==> src/rtl/psg_pkg.sv <==
// Shared state type and frame-length helpers for programmable_sequence_generator.
// Defining SEQ_GEN_PARITY_EN appends one even-parity bit to every frame.
package psg_pkg;

    typedef enum logic [1:0] {
        StIdle = 2'd0,
        StSend = 2'd1,
        StGap  = 2'd2
    } psg_state_e;

`ifdef SEQ_GEN_PARITY_EN
    localparam int unsigned PARITY_BITS = 1;
`else
    localparam int unsigned PARITY_BITS = 0;
`endif

    localparam int unsigned DEFAULT_WIDTH = 6;
    localparam int unsigned FRAME_LEN     = DEFAULT_WIDTH + PARITY_BITS;
    localparam int unsigned IDX_W         = $clog2(FRAME_LEN);

    function automatic int unsigned frame_len(input int unsigned width);
        return width + PARITY_BITS;
    endfunction

    function automatic int unsigned frame_idx_w(input int unsigned width);
        return $clog2(width + PARITY_BITS);
    endfunction

endpackage

==> src/rtl/psg_piso.sv <==
// Parallel-load, shift-left serializer; o_bit is the register MSB.
// Shifting fills with zeros, so the output idles low once a frame has drained.
module psg_piso #(
    parameter int unsigned W = 6
) (
    input  logic         i_clk,
    input  logic         i_rst_n,
    input  logic         i_load,
    input  logic         i_shift,
    input  logic [W-1:0] i_par,
    output logic         o_bit
);

    logic [W-1:0] r_shift;

    always_ff @(posedge i_clk or negedge i_rst_n) begin
        if (!i_rst_n) begin
            r_shift <= '0;
        end else if (i_load) begin
            r_shift <= i_par;
        end else if (i_shift) begin
            r_shift <= {r_shift[W-2:0], 1'b0};
        end
    end

    assign o_bit = r_shift[W-1];

endmodule

==> src/rtl/programmable_sequence_generator.sv <==
// Serializes a programmable pattern MSB-first, repeated N times or continuously, with idle gaps.
// Optional SEQ_GEN_PARITY_EN appends an even-parity bit to each frame.
module programmable_sequence_generator
    import psg_pkg::*;
#(
    parameter int unsigned WIDTH    = 6,
    parameter int unsigned REPEAT_W = 4,
    parameter int unsigned GAP_W    = 4
) (
    input  logic                clk,
    input  logic                rst,
    input  logic                load_i,
    input  logic [WIDTH-1:0]    prog_sequence_i,
    input  logic                start_i,
    input  logic [REPEAT_W-1:0] repeat_i,
    input  logic [GAP_W-1:0]    gap_i,
    input  logic                stop_i,
    output logic                data_o,
    output logic                valid_o,
    output logic                busy_o,
    output logic                done_o
);

    localparam int unsigned LEN   = frame_len(WIDTH);
    localparam int unsigned BIT_W = frame_idx_w(WIDTH);
    localparam logic [BIT_W-1:0] LAST_IDX = BIT_W'(LEN - 1);

    psg_state_e          r_state, w_state_d;
    logic [WIDTH-1:0]    r_pattern, w_pattern_d;
    logic [BIT_W-1:0]    r_bit_idx, w_bit_idx_d;
    logic [REPEAT_W-1:0] r_frame_cnt, w_frame_cnt_d;
    logic [REPEAT_W-1:0] r_repeat, w_repeat_d;
    logic [GAP_W-1:0]    r_gap_cnt, w_gap_cnt_d;
    logic [GAP_W-1:0]    r_gap, w_gap_d;
    logic                r_stop, w_stop_d;
    logic                r_valid, w_valid_d;
    logic                r_busy, w_busy_d;
    logic                r_done, w_done_d;
    logic                w_piso_load, w_piso_shift, w_begin_frame;
    logic                w_last_frame;
    logic [LEN-1:0]      w_frame_word;

`ifdef SEQ_GEN_PARITY_EN
    assign w_frame_word = {w_pattern_d, ^w_pattern_d};
`else
    assign w_frame_word = w_pattern_d;
`endif

    // A stop request seen on the final bit still ends the stream after this frame.
    assign w_last_frame = r_stop | stop_i | ((r_repeat != '0) && (r_frame_cnt == r_repeat));

    always_comb begin
        w_state_d     = r_state;
        w_pattern_d   = r_pattern;
        w_bit_idx_d   = r_bit_idx;
        w_frame_cnt_d = r_frame_cnt;
        w_repeat_d    = r_repeat;
        w_gap_cnt_d   = r_gap_cnt;
        w_gap_d       = r_gap;
        w_stop_d      = r_stop;
        w_valid_d     = 1'b0;
        w_busy_d      = 1'b0;
        w_done_d      = 1'b0;
        w_piso_load   = 1'b0;
        w_piso_shift  = 1'b0;
        w_begin_frame = 1'b0;

        unique case (r_state)
            StIdle: begin
                if (load_i) begin
                    w_pattern_d = prog_sequence_i;
                end
                if (start_i) begin
                    w_repeat_d    = repeat_i;
                    w_gap_d       = gap_i;
                    w_stop_d      = 1'b0;
                    w_frame_cnt_d = REPEAT_W'(1);
                    w_begin_frame = 1'b1;
                end
            end
            StSend: begin
                w_stop_d = r_stop | stop_i;
                w_busy_d = 1'b1;
                if (r_bit_idx != '0) begin
                    w_bit_idx_d  = r_bit_idx - 1'b1;
                    w_piso_shift = 1'b1;
                    w_valid_d    = 1'b1;
                end else if (w_last_frame) begin
                    w_piso_shift = 1'b1;
                    w_busy_d     = 1'b0;
                    w_done_d     = 1'b1;
                    w_state_d    = StIdle;
                end else if (r_gap != '0) begin
                    w_piso_shift = 1'b1;
                    w_gap_cnt_d  = r_gap - 1'b1;
                    w_state_d    = StGap;
                end else begin
                    w_begin_frame = 1'b1;
                    if (r_repeat != '0) begin
                        w_frame_cnt_d = r_frame_cnt + 1'b1;
                    end
                end
            end
            StGap: begin
                w_busy_d = 1'b1;
                if (stop_i) begin
                    w_busy_d  = 1'b0;
                    w_done_d  = 1'b1;
                    w_state_d = StIdle;
                end else if (r_gap_cnt == '0) begin
                    w_begin_frame = 1'b1;
                    if (r_repeat != '0) begin
                        w_frame_cnt_d = r_frame_cnt + 1'b1;
                    end
                end else begin
                    w_gap_cnt_d = r_gap_cnt - 1'b1;
                end
            end
            default: w_state_d = StIdle;
        endcase

        if (w_begin_frame) begin
            w_bit_idx_d = LAST_IDX;
            w_piso_load = 1'b1;
            w_valid_d   = 1'b1;
            w_busy_d    = 1'b1;
            w_state_d   = StSend;
        end
    end

    always_ff @(posedge clk or negedge rst) begin
        if (!rst) begin
            r_state     <= StIdle;
            r_pattern   <= '0;
            r_bit_idx   <= '0;
            r_frame_cnt <= '0;
            r_repeat    <= '0;
            r_gap_cnt   <= '0;
            r_gap       <= '0;
            r_stop      <= 1'b0;
            r_valid     <= 1'b0;
            r_busy      <= 1'b0;
            r_done      <= 1'b0;
        end else begin
            r_state     <= w_state_d;
            r_pattern   <= w_pattern_d;
            r_bit_idx   <= w_bit_idx_d;
            r_frame_cnt <= w_frame_cnt_d;
            r_repeat    <= w_repeat_d;
            r_gap_cnt   <= w_gap_cnt_d;
            r_gap       <= w_gap_d;
            r_stop      <= w_stop_d;
            r_valid     <= w_valid_d;
            r_busy      <= w_busy_d;
            r_done      <= w_done_d;
        end
    end

    psg_piso #(
        .W(LEN)
    ) u_piso (
        .i_clk   (clk),
        .i_rst_n (rst),
        .i_load  (w_piso_load),
        .i_shift (w_piso_shift),
        .i_par   (w_frame_word),
        .o_bit   (data_o)
    );

    assign valid_o = r_valid;
    assign busy_o  = r_busy;
    assign done_o  = r_done;

endmodule

==> config.mk <==
export PLATFORM = sky130hd
export DESIGN_NAME = programmable_sequence_generator
export DESIGN_NICKNAME = d
export VERILOG_FILES = /design/src/rtl/psg_pkg.sv /design/src/rtl/psg_piso.sv /design/src/rtl/programmable_sequence_generator.sv
export SDC_FILE = /design/constraint.sdc
export NUM_CORES = 1
export LEC_CHECK = 0
export ABC_AREA = 1
export BUFFER_PORTS_ARGS = -buffer_cell sky130_fd_sc_hd__buf_4
export CELL_PAD_IN_SITES_DETAIL_PLACEMENT = 0
export CELL_PAD_IN_SITES_GLOBAL_PLACEMENT = 1
export CORE_MARGIN = 2
export CORE_UTILIZATION = 44
export CTS_BUF_LIST = sky130_fd_sc_hd__clkbuf_16
export CTS_CLUSTER_DIAMETER = 30
export DETAILED_ROUTE_END_ITERATION = 12
export HOLD_SLACK_MARGIN = 0.08
export PLACE_DENSITY_LB_ADDON = 0.1
export SYNTH_ARGS = -nofsm -noshare
export SYNTH_HDL_FRONTEND = slang
export SYNTH_SLANG_ARGS = --single-unit
==> constraint.sdc <==
create_clock -name clk -period 1.8 [get_ports clk]
set_input_delay 0.09 -clock clk [delete_from_list [all_inputs] [get_ports clk]]
set_output_delay 0.09 -clock clk [all_outputs]
set_load 0.05 [all_outputs]
Word level (Yosys, flattened, before mapping). Index checks and enable logic that the tools add are counted. W data, S select, Z words.

Add/subtract/negate cells: 4. Eq/ne operators: 15. Muxes and demuxes: 53. Bitwise operators: 2. Reductions and logical operators: 18.

Operators by type and width (number): $mux W4 (12); $mux W6 (4); $mux W1 (22); $ne A2 B2 Y1 const B (9); $pmux W4 S3 (1); $mux W2 (5); $reduce_bool A2 Y1 (5); $mux W3 (3); $pmux W4 S2 (1); $reduce_bool A4 Y1 (2); $sub A4 B1 Y4 const B (2); $reduce_and A7 Y1 (1); $ne A3 B3 Y1 const B (2); $pmux W1 S2 (3); $pmux W2 S3 (1); $reduce_and A2 Y1 (3); $reduce_and A6 Y1 (1); $reduce_bool A3 Y1 (2); $add A4 B1 Y4 const B (1); $eq A4 B4 Y1 (1); $logic_not A4 Y1 (1); $ne A4 B4 Y1 const B (1); $reduce_and A4 Y1 (1); $pmux W1 S3 (1); 6 further kinds (7).

Flip-flop bits (word level): 37. Output and inout port bits: 4. Logic and storage cells: 104.

Logic depth before layout (Yosys ltp). Gate-level depths: netlist (run 1).

Depth after elaboration: 8. Gate-level depth with buffers: 12. Gate-level depth less buffers: 12.

By module. A second synthesis (run 1) with hierarchy kept.

Cell total of the unflattened synthesis: 234. Area, all modules: 1961.9 sq um.

Modules (own cells, without submodules): programmable_sequence_generator (instances 1, cells an instance 202, area an instance 1697.9 sq um); psg_piso (instances 1, cells an instance 32, area an instance 264.0 sq um).

Worst setup path after synthesis (run 1). Ideal clock, no wire load.

Kind: register to register. Start: register r_state[0]. End: register r_gap_cnt[2]. Library setup time: 0.123 ns. Arrival: 1.515 ns. Data required time: 1.677 ns. Path slack: 0.162 ns. Cell stages (with the launch flop): 8. Clock period less this slack: 1.638 ns. Cells stage by stage: dfrtp_1 -> inv_1 -> ha_1 -> buf_2 -> o21ai_0 -> ha_1 -> xnor2_1 -> o21ai_1.

Cells in the longest elaborated chain, start to end: 3. Elaborated cells between the ends (all ways): 10. Those cells by class: eq/ne: 7; mux: 1; reduce/logical: 2.

Ends and longest elaborated chain: start, declared (line programmable_sequence_generator.sv:28) `psg_state_e r_state, w_state_d;`; start signal, assigned (line programmable_sequence_generator.sv:133) `r_state <= StIdle;`; start signal, assigned (line programmable_sequence_generator.sv:145) `r_state <= w_state_d;`; $eq A2 B2 Y1 / $eq A2 B1 Y1 (equally long branches) (line programmable_sequence_generator.sv:68) `unique case (r_state)`; $ne A2 B2 Y1 (no line) / $reduce_bool A2 Y1 (equally long branches); $reduce_and A6 Y1 (no line); end signal, assigned (line programmable_sequence_generator.sv:150) `r_gap_cnt <= w_gap_cnt_d;`; end, declared (line programmable_sequence_generator.sv:33) `logic [GAP_W-1:0] r_gap_cnt, w_gap_cnt_d;`.

Parallel ways exist; a longest one is shown, timed or not. A chain may end at the register's enable or synchronous reset.

Final worst setup path (run 1). Ends and elaborated chain as after synthesis.

==> results of run 1 <==
## layer usage
layer  vias up  track usage (%)  share of wire [%]
li1        863                -                  -
met1       770             23.7                 47
met2        20             31.8                 49
met3         4             4.44                3.2
met4         0             5.66               0.93
met5         -                0                  0
## kinds of logic (layout without fill, tap and decap cells)
kind of cell             count (synthesis)  after routing  share of synthesized area, %
AND/OR/NAND/NOR                        111            111                          26.1
multiplexers                             7              7                          3.88
adder cells (fa/ha/maj)                  8              8                          4.92
flip-flops                              37             37                          45.5
AO/OA/AOI/OAI                           35             35                          11.3
buffers and inverters                   33             82                          6.58
XOR/XNOR                                 4              4                          1.72
## where the power goes
| group | internal [mW] | switching, mW | leakage [nW] |
|---|---|---|---|
| logic | 0.951 | 1.40 | 0.781 |
| registers | 1.22 | 0.220 | 0.444 |
| clock network | 0.502 | 0.317 | 0.0748 |
## timing repair
item | CTS | global route
buffers inserted | 0 | 2
hold buffers | 14 | 0
hold endpoints to repair | 50 | 0
endpoints found under the setup margin | 0 | 14
resized for setup | 0 | 8
## critical path, stage by stage, from the launching register on
cell	delay [ns]
dfrtp_2	0.44
inv_1	0.10
ha_2	0.23
buf_4	0.15
o21a_1	0.14
inv_1	0.05
ha_1	0.18
xnor2_1	0.16
o21ai_1	0.09
## cell usage in the layout (no fill, tap or decap), types with 3 or more instances in the layout
cell type	n
inv_2	3
dlygate4sd3_1	14
nand2_1	58
nand3_1	16
o21ai_1	7
nand2_2	6
ha_1	5
nand4_1	4
mux2_2	7
o21ai_0	6
a21oi_1	9
buf_4	31
inv_1	27
clkbuf_16	5
nor2_1	17
o2111ai_1	4
nor2_2	3
dfrtp_1	36
## state kept, by name, summed over array words and instances (netlist names)
signal and cells:
r_bit_idx 3, valid_o 1, r_stop 1, r_frame_cnt 4
r_gap_cnt 4, r_state 2, r_repeat 4, u_piso.r_shift 6
r_pattern 6, r_gap 4, done_o 1, busy_o 1
## cells in the mapped netlist
cell and instances:
dfrtp_1 37, xor2_1 2, nor2_2 3, nand2_4 2, buf_6 1, a21oi_1 9, nor2_1 17, nand4_1 4
nand3_4 1, o21ai_1 7, nand2_1 59, a21oi_2 2, o2111ai_1 4, nand3_1 16, nand3_2 1, clkbuf_1 1
a21boi_4 1, o21a_1 1, nor2_4 1, o211ai_1 1, inv_1 26, ha_1 8, buf_2 2, nand2_2 5
o22ai_1 1, o21a_2 1, nand4_4 1, a211oi_1 1, o21ai_0 6, inv_2 3, xnor2_1 2, mux2_2 7
o211a_1 1, nand3b_1 1
## final timing paths
path,startpoint,end,slack [ns],cells after the start
max in group asynchronous,rst,r_state[0]$_DFFE_PN0P_,1.14,2
worst max-delay path,r_state[0]$_DFFE_PN0P_,r_gap_cnt[2]$_DFFE_PN0P_,0.15,8
min in group asynchronous,rst,busy_o$_DFF_PN0_,0.32,2
worst max register to register,r_state[0]$_DFFE_PN0P_,r_gap_cnt[2]$_DFFE_PN0P_,0.15,8
worst min-delay path,repeat_i[0],r_repeat[0]$_DFFE_PN0P_,0.09,3
worst min register to register,r_gap_cnt[3]$_DFFE_PN0P_,r_gap_cnt[3]$_DFFE_PN0P_,0.49,2
## final cells by class
type	instances	area share, %
Multi-Input combinational cell	165	38.4
Sequential cell	37	35.4
Timing Repair Buffer	45	14.2
Tap cell	52	2.48
Inverter	29	4.15
Clock inverter	3	0.525
Clock buffer	5	4.78
## metrics by stage
stage	hold WS, ns	utilization [%]
after global placement	0.0872	51.9
after floorplan	-0.206	-
after detailed placement	0.0861	51.9
after CTS	0.0986	58.2
final	0.0925	59.4
after global routing	0.118	59.4
==> impl_metrics.json, run 1 <==
{
  "synth_nets": 262,
  "yosys.area.top_type": "dfrtp_1",
  "drt-pass1-iter-count": 4,
  "cts_tree": "built",
  "worstSkewPairLatency_ns": 0.28,
  "ys_seq_elements": 37,
  "multi_input_area_sq_um": 1010,
  "final_nets": 310,
  "vias_per_cell": 4.93,
  "numCtsBuffers": 5,
  "crit_fanout": 6,
  "antenna_cells": 0,
  "routed_wirelength_um": 4290,
  "maxCapViolations": 0,
  "grt_max_degree": 38,
  "io_pins": 23,
  "critPathKind": "flop to flop",
  "coreArea_sq_um": 4410,
  "seq_area_frac_synth_pct": 45.5,
  "grt_pass1_vias": 1725,
  "worst_ep_arrival_time_ns": 1.81,
  "grt_overflow": 0,
  "grt_first_pass_wirelength_um": 7560,
  "synth_top_area_share_pct": 45.5,
  "synth_cell_types": 34,
  "p_leak_nw": 1.30,
  "post-dp-hpwl_um": 3030,
  "place_congestion": 0.753,
  "finalHoldViolations": 0,
  "drc": 0,
  "dieHeight_um": 72.0,
  "fill_cells": 399,
  "setup_tns_ns": 0,
  "ant_nets": 0,
  "rows": 24,
  "fin_cells": 336,
  "p_per_area_nw_per_um2": 1760,
  "drtIter0Drc": 45,
  "htreeDepth": 2,
  "synthTopCellsByArea": "dfrtp_1, nand2_1, ha_1",
  "place_inst": 312,
  "clockRootBuffer": "clkbuf_16",
  "area_growth_pct": 28.9,
  "period_minus_slack_ns": 1.65,
  "cp_data_required_time_ns": 1.96,
  "clk_pin_slew_ns": 0.06,
  "post-place-ws_ns": 0.0760,
  "place_area_sq_um": 2290,
  "peakVddDrop_v": 0.000738,
  "clock-sinks": 37,
  "fin_area_sq_um": 2620,
  "drive_above_1_share_pct": 25.0,
  "cp-end-kind": "flop",
  "setup_viol": 0,
  "antenna_found_initial": 0,
  "relSlewSlack_pct": 68.5,
  "fin_crit_sh_pct": 91.9,
  "start_util_pct": 46.1,
  "wl_per_cell_um": 12.8,
  "fmax_ghz": 0.605,
  "die_x_um": 72.0,
  "synth_warnings": 0,
  "fin_skew_ns": 0.00596,
  "vias": 1657,
  "startpoint_type": "flop",
  "syn_avg_cell_area_sq_um": 8.65,
  "fin_ws_ns": 0.146,
  "portBuffers": 22,
  "grt_usage_pct": 18.7,
  "synth_cells": 235,
  "cts_buffer_depth": 2,
  "seq_area_sq_um": 927,
  "hold_path_class": "primary input to flop",
  "status": "complete, no violations",
  "syn_area_sq_um": 2030,
  "tightestPinTransition_ns": 0.473,
  "maxSlewViolCount": 0,
  "total_power_mw": 4.60,
  "die_area_sq_um": 5180
}
Note: power is estimated with default switching activity, not from simulation.
==> run 2, diff against run 1 <==
--- a/config.mk
+++ b/config.mk
@@ -5,17 +5,17 @@
 export SDC_FILE = /design/constraint.sdc
 export NUM_CORES = 1
 export LEC_CHECK = 0
-export ABC_AREA = 1
 export BUFFER_PORTS_ARGS = -buffer_cell sky130_fd_sc_hd__buf_4
 export CELL_PAD_IN_SITES_DETAIL_PLACEMENT = 0
 export CELL_PAD_IN_SITES_GLOBAL_PLACEMENT = 1
 export CORE_MARGIN = 2
-export CORE_UTILIZATION = 44
+export CORE_UTILIZATION = 46
 export CTS_BUF_LIST = sky130_fd_sc_hd__clkbuf_16
 export CTS_CLUSTER_DIAMETER = 30
 export DETAILED_ROUTE_END_ITERATION = 12
 export HOLD_SLACK_MARGIN = 0.08
 export PLACE_DENSITY_LB_ADDON = 0.1
+export RECOVER_POWER = 50
 export SYNTH_ARGS = -nofsm -noshare
 export SYNTH_HDL_FRONTEND = slang
 export SYNTH_SLANG_ARGS = --single-unit
==> run 2 against run 1 <==
Effect of this change:
- the flow now finishes with violations (setup timing)
- count of clock-buffer cells in the layout is the same
- wire length rose by 12%
- sequential power about the same
- worst setup slack worse by 0.42 ns
- clock skew decreased by 0.0027 ns
- non-clock buffer count is 33 higher
- die area down 8.3%
- flip-flop and latch count unchanged
- maximum frequency down 20%
- synthesized cell count fell by 28%
- final cell count is 9.8% lower
- first-iteration DRC count stayed put
==> impl_metrics.json, run 2 <==
{
  "status": "finished with violations",
  "violations": "setup timing",
  "wl_per_cell_um": 15.9,
  "drive_above_1_share_pct": 50.6,
  "rsz0062_at_grt": "yes",
  "synth_cells": 170,
  "place_area_sq_um": 2410,
  "synth.area.mux_share_pct": 17.1,
  "syn_avg_cell_area_sq_um": 11.4,
  "top_usage_layer": "met2",
  "final_cell_mix": "buf_4, dfrtp_1, mux2_2",
  "io_pins": 23,
  "p_per_area_nw_per_um2": 1920,
  "cts_tree": "built",
  "met1_usage_pct": 27.3,
  "htreeDepth": 2,
  "synth_top_area_share_pct": 47.7,
  "synth_most_common_cell": "dfrtp_1",
  "fin_area_sq_um": 2980,
  "post-place-ws_ns": -0.372,
  "vias": 1578,
  "synth-xor-area-share_pct": 3.16,
  "clockRootBuffer": "clkbuf_16",
  "grt_max_degree": 38,
  "startpoint_type": "flop",
  "dieHeight_um": 68.9,
  "use_met3_pct": 5.03,
  "groute.layer.met2.usage_pct": 39.8,
  "synth_top_family_by_area": "multiplexers",
  "synth_edf_count": 0,
  "async_reset_ff_share_pct": 100,
  "tightestPinTransition_ns": 0.933,
  "ant_nets": 0,
  "antenna_found_initial": 0,
  "drc": 0,
  "cp_data_required_time_ns": 1.96,
  "clock-sinks": 37,
  "period_minus_slack_ns": 2.07,
  "fin_cells": 303,
  "total_power_mw": 5.73,
  "fin_ws_ns": -0.273,
  "fin_crit_sh_pct": 115,
  "place_congestion": 0.857,
  "cts_buffer_depth": 2,
  "die_area_sq_um": 4750,
  "reg_top3": "r_pattern x6, u_piso.r_shift x6",
  "synth_warnings": 0,
  "grt_usage_pct": 22.5,
  "layout_commonest_cell": "buf_4",
  "fin_hold_ws_ns": 0.107,
  "grt_pass1_vias": 1646,
  "peakVddDrop_v": 0.00107,
  "coreArea_sq_um": 4030,
  "place_inst": 271,
  "seq_area_frac_synth_pct": 47.7,
  "p_leak_nw": 1.33,
  "worst_ep_arrival_time_ns": 2.24,
  "post-dp-hpwl_um": 3150,
  "drtIter0Drc": 45,
  "cp-end-kind": "flop",
  "rows": 23,
  "synthSimpleGateAreaFrac_pct": 11.9,
  "ys_seq_elements": 37,
  "relSlewSlack_pct": 37.8,
  "maxCapViolations": 0,
  "synth_ff_type": "dfrtp_1",
  "critPathKind": "flop to flop",
  "yosys.area.top_type": "dfrtp_1",
  "synth_nets": 197,
  "hold_path_class": "primary input to flop",
  "antenna_cells": 0,
  "die_x_um": 68.9,
  "vias_per_cell": 5.21,
  "drt-pass1-iter-count": 4,
  "numCtsBuffers": 5,
  "setup_viol": 22,
  "clk_pin_slew_ns": 0.06,
  "area_growth_pct": 53.8,
  "syn_area_sq_um": 1940,
  "crit_fanout": 6,
  "finalHoldViolations": 0,
  "start_util_pct": 48.1,
  "maxSlewViolCount": 0,
  "fmax_ghz": 0.482,
  "synthTopCellsByArea": "dfrtp_1, mux2_2, ha_1",
  "routed_wirelength_um": 4810,
  "portBuffers": 22,
  "synth_compound_area_share_pct": 11.7,
  "synthAdderAreaFrac_pct": 5.16,
  "synth_cell_types": 39,
  "synthTopCellsByCount": "dfrtp_1, mux2_2, nand2_1",
  "worstSkewPairLatency_ns": 0.28,
  "grt_overflow": 0,
  "final_nets": 279,
  "fin_skew_ns": 0.00331,
  "grt_first_pass_wirelength_um": 7680
}
## run 2: cells by family after synthesis
group                    count (synthesis)
buffers and inverters                   13
AND/OR/NAND/NOR                         45
multiplexers                            30
adder cells (fa/ha/maj)                  8
AO/OA/AOI/OAI                           30
flip-flops                              37
XOR/XNOR                                 7
## run 2: worst paths after layout
kind | from | to | slack [ns] | depth (start not counted)
max in group asynchronous | rst | u_piso.r_shift[0]$_DFFE_PN0P_ | 0.74 | 2
min in group asynchronous | rst | r_repeat[2]$_DFFE_PN0P_ | 0.49 | 2
worst min-delay path | stop_i | done_o$_DFF_PN0_ | 0.11 | 3
worst max register to register | r_repeat[1]$_DFFE_PN0P_ | u_piso.r_shift[3]$_DFFE_PN0P_ | -0.27 | 6
worst max-delay path | r_repeat[1]$_DFFE_PN0P_ | u_piso.r_shift[3]$_DFFE_PN0P_ | -0.27 | 6
worst min register to register | r_pattern[2]$_DFF_PN0_ | r_pattern[2]$_DFF_PN0_ | 0.50 | 1
## run 2: final cells by class
| type | count | area (sq um) |
|---|---|---|
| clock buffers | 5 | 125 |
| clock inverters | 3 | 41.3 |
| fillers | 279 | 1050 |
| inverters | 9 | 33.8 |
| multi-input cells | 121 | 1150 |
| flip-flops and latches | 37 | 926 |
| well taps | 50 | 62.6 |
| repair buffers | 78 | 647 |
## run 2: critical path, stage by stage (launching register included)
cell	delay, ns
dfrtp_1	0.40
xor2_1	0.17
or3_4	0.40
o21a_4	0.22
a21o_4	0.24
mux2_2	0.27
mux2_2	0.26
## run 2: power breakdown
part	internal [mW]	switching, mW
registers	1.22	0.237
clock network	0.648	0.336
logic	1.72	1.57
total	3.59	2.14
## run 2: timing repair
item | in CTS | in global routing
hold endpoints to repair | 51 | 0
gates cloned | 1 | 0
resized for setup | 16 | 25
setup buffers | 5 | 3
setup endpoints to repair | 21 | 22
hold buffers | 15 | 0
pin swaps | 8 | 14
## run 2: metal layers
layer,part of all wire [%],vias up
met4,1.4,0
met3,3.0,8
met5,0,-
met2,51,22
li1,-,774
met1,44,774
## run 2: per-stage QoR
step / TNS (ns) / util (%)
floorplan: -2.00 / -
global placement: -3.81 / 59.9
detailed placement: -4.62 / 59.9
CTS: -3.40 / 71.1
global route: -4.58 / 74.0
finish: -3.33 / 74.0
==> run 3, diff against run 2 <==
--- a/config.mk
+++ b/config.mk
@@ -9,11 +9,11 @@
 export CELL_PAD_IN_SITES_DETAIL_PLACEMENT = 0
 export CELL_PAD_IN_SITES_GLOBAL_PLACEMENT = 1
 export CORE_MARGIN = 2
-export CORE_UTILIZATION = 46
+export CORE_UTILIZATION = 45
 export CTS_BUF_LIST = sky130_fd_sc_hd__clkbuf_16
 export CTS_CLUSTER_DIAMETER = 30
 export DETAILED_ROUTE_END_ITERATION = 12
-export HOLD_SLACK_MARGIN = 0.08
+export HOLD_SLACK_MARGIN = 0.1
 export PLACE_DENSITY_LB_ADDON = 0.1
 export RECOVER_POWER = 50
 export SYNTH_ARGS = -nofsm -noshare
==> run 3 against run 2 <==
Effect of this change:
- the flow still finishes with violations (setup timing)
- worst setup slack lost 0.0027 ns
- first-iteration DRC count grew 140%
- final cell count shrank 0.99%
- via count grew 0.51%
- non-clock buffer count shrank 3
- combinational power shrank 9.4%
- wire length shrank 6.1%
- clock skew grew 0.0026 ns
- critical path depth is the same
- die area grew 2.1%
- count of clock-buffer cells in the layout is the same
- critical endpoint unchanged
- largest power group unchanged
- highest routed layer unchanged
==> impl_metrics.json, run 3 (same netlist as run 2, synthesis figures left out) <==
{
  "clockRootBuffer": "clkbuf_16",
  "status": "finished with violations",
  "cp_data_required_time_ns": 1.97,
  "p_leak_nw": 1.30,
  "hold_path_class": "primary input to flop",
  "drt-pass1-iter-count": 4,
  "cp-end-kind": "flop",
  "grt_usage_pct": 19.7,
  "holdPathStages": 4,
  "cts_tree": "built",
  "period_minus_slack_ns": 2.08,
  "dieHeight_um": 69.7,
  "reg2reg_setup_slack_ns": -0.28,
  "start_util_pct": 47.5,
  "grt_pass1_vias": 1631,
  "worstSkewPairLatency_ns": 0.29,
  "fin_crit_sh_pct": 115,
  "numCtsBuffers": 5,
  "drive_above_1_share_pct": 46.4,
  "hold-path-endpoint": "r_stop$_DFFE_PN0P_",
  "crit_fanout": 6,
  "final_cell_mix": "buf_4, dfrtp_1, mux2_2",
  "finalHoldViolations": 0,
  "tightestPinTransition_ns": 0.949,
  "cp_slowest_cell": "dfrtp_1",
  "place_congestion": 0.805,
  "peakVddDrop_v": 0.00100,
  "cts_buffer_depth": 2,
  "setup_viol": 22,
  "grt_overflow": 0,
  "die_x_um": 69.7,
  "clock-sinks": 37,
  "fin_skew_ns": 0.00594,
  "critPathMaxStageDelay_ns": 0.42,
  "worst_ep_arrival_time_ns": 2.24,
  "clk_pin_slew_ns": 0.06,
  "fmax_ghz": 0.482,
  "antenna_found_initial": 0,
  "layout_commonest_cell": "buf_4",
  "vias_per_cell": 5.29,
  "routed_wirelength_um": 4520,
  "startpoint_type": "flop",
  "area_growth_pct": 50.4,
  "min_from": "start_i",
  "path_buf_inv": 0,
  "post-place-ws_ns": -0.368,
  "r2r_cells": 6,
  "portBuffers": 22,
  "relSlewSlack_pct": 36.8,
  "grt_first_pass_wirelength_um": 7580,
  "path_delay_family": "multiplexers",
  "crit_top_cell": "mux2_2",
  "r2r_start": "r_repeat[0]$_DFFE_PN0P_",
  "maxCapViolations": 0,
  "io_pins": 23,
  "antenna_cells": 0,
  "drtIter0Drc": 108,
  "coreArea_sq_um": 4090,
  "critPathKind": "flop to flop",
  "grt_max_degree": 38,
  "p_per_area_nw_per_um2": 1920,
  "maxSlewViolCount": 0,
  "final_util_pct": 71.4,
  "fin_ws_ns": -0.276,
  "fin_hold_ws_ns": 0.242,
  "post-dp-hpwl_um": 2970,
  "worstReg2RegEnd": "u_piso.r_shift[3]$_DFFE_PN0P_",
  "final_nets": 276,
  "wl_per_cell_um": 15.1,
  "path_cells": "xor2_1 -> or3_4 -> o21a_4 -> a21o_4 -> mux2_2 -> mux2_2",
  "drc": 0,
  "rsz0062_at_grt": "yes",
  "rows": 23,
  "die_area_sq_um": 4850,
  "htreeDepth": 2,
  "ant_nets": 0,
  "violations": "setup timing",
  "vias": 1586,
  "setup_tns_ns": -3.80,
  "reg_top3": "r_pattern x6, u_piso.r_shift x6"
}
[run 3: changes by cell type in the layout (fill, tap and decap cells not counted), sizes merged]
cell / change
buf: -4
bufinv: +1
clkinvlp: -1
dlygate4sd3: +1
[run 3: layout make-up]
class	instances	area [sq um]
Multi-Input combinational cell	121	1100
Fill cell	289	1170
Clock buffer	5	125
Inverter	9	33.8
Timing Repair Buffer	75	608
Tap cell	50	62.6
Sequential cell	37	926
Clock inverter	3	65.1
[run 3: worst max-delay path by stage]
| stage | startpoint | endpoint | depth (start not counted) |
|---|---|---|---|
| finish | r_repeat[0]$_DFFE_PN0P_ | u_piso.r_shift[3]$_DFFE_PN0P_ | 6 |
| global route | r_repeat[0]$_DFFE_PN0P_ | u_piso.r_shift[3]$_DFFE_PN0P_ | 6 |
| CTS | r_repeat[1]$_DFFE_PN0P_ | u_piso.r_shift[3]$_DFFE_PN0P_ | 6 |
| detailed placement | r_gap[0]$_DFFE_PN0P_ | u_piso.r_shift[3]$_DFFE_PN0P_ | 5 |
| global placement | r_gap[0]$_DFFE_PN0P_ | u_piso.r_shift[2]$_DFFE_PN0P_ | 5 |
| floorplan | r_repeat[0]$_DFFE_PN0P_ | u_piso.r_shift[4]$_DFFE_PN0P_ | 6 |
[run 3: through the flow]
step | total power, mW | instances | area (sq um)
floorplan | 3.16 | 170 | 1980
global placement | 3.93 | 269 | 2400
detailed placement | 4.04 | 269 | 2400
CTS | 5.46 | 295 | 2850
global route | 5.96 | 300 | 2920
finish | 5.61 | 300 | 2920
[run 3: report_power, final]
part	leakage [nW]	switching, mW	internal (mW)
Clock	0.0938	0.353	0.791
Sequential	0.446	0.256	1.22
Combinational	0.765	1.41	1.57
Total	1.30	2.02	3.58
[run 3: metal layers]
layer | share of wire (%) | track usage (%) | vias to the layer above | routed length [um]
met1 | 48 | 24.1 | 792 | 2180
met3 | 2.7 | 4.80 | 7 | 122
met2 | 47 | 33.8 | 27 | 2140
met4 | 1.7 | 7.05 | 0 | 75
met5 | 0 | 0 | - | 0
li1 | - | - | 760 | -
[run 3: timing repair]
action                                  CTS  global route
cloned                                    0             1
hold buffers                             16             0
gates resized for setup                  15             6
pin swaps                                 6             6
hold endpoints to repair                 52             0
endpoints found under the setup margin   21            22
buffers inserted                          2             4
[run 3: worst register-to-register path: stages (launching register included)]
cell and delay (ns):
dfrtp_1 0.42, xor2_1 0.17, or3_4 0.41, o21a_4 0.21, a21o_4 0.23, mux2_2 0.27
mux2_2 0.26
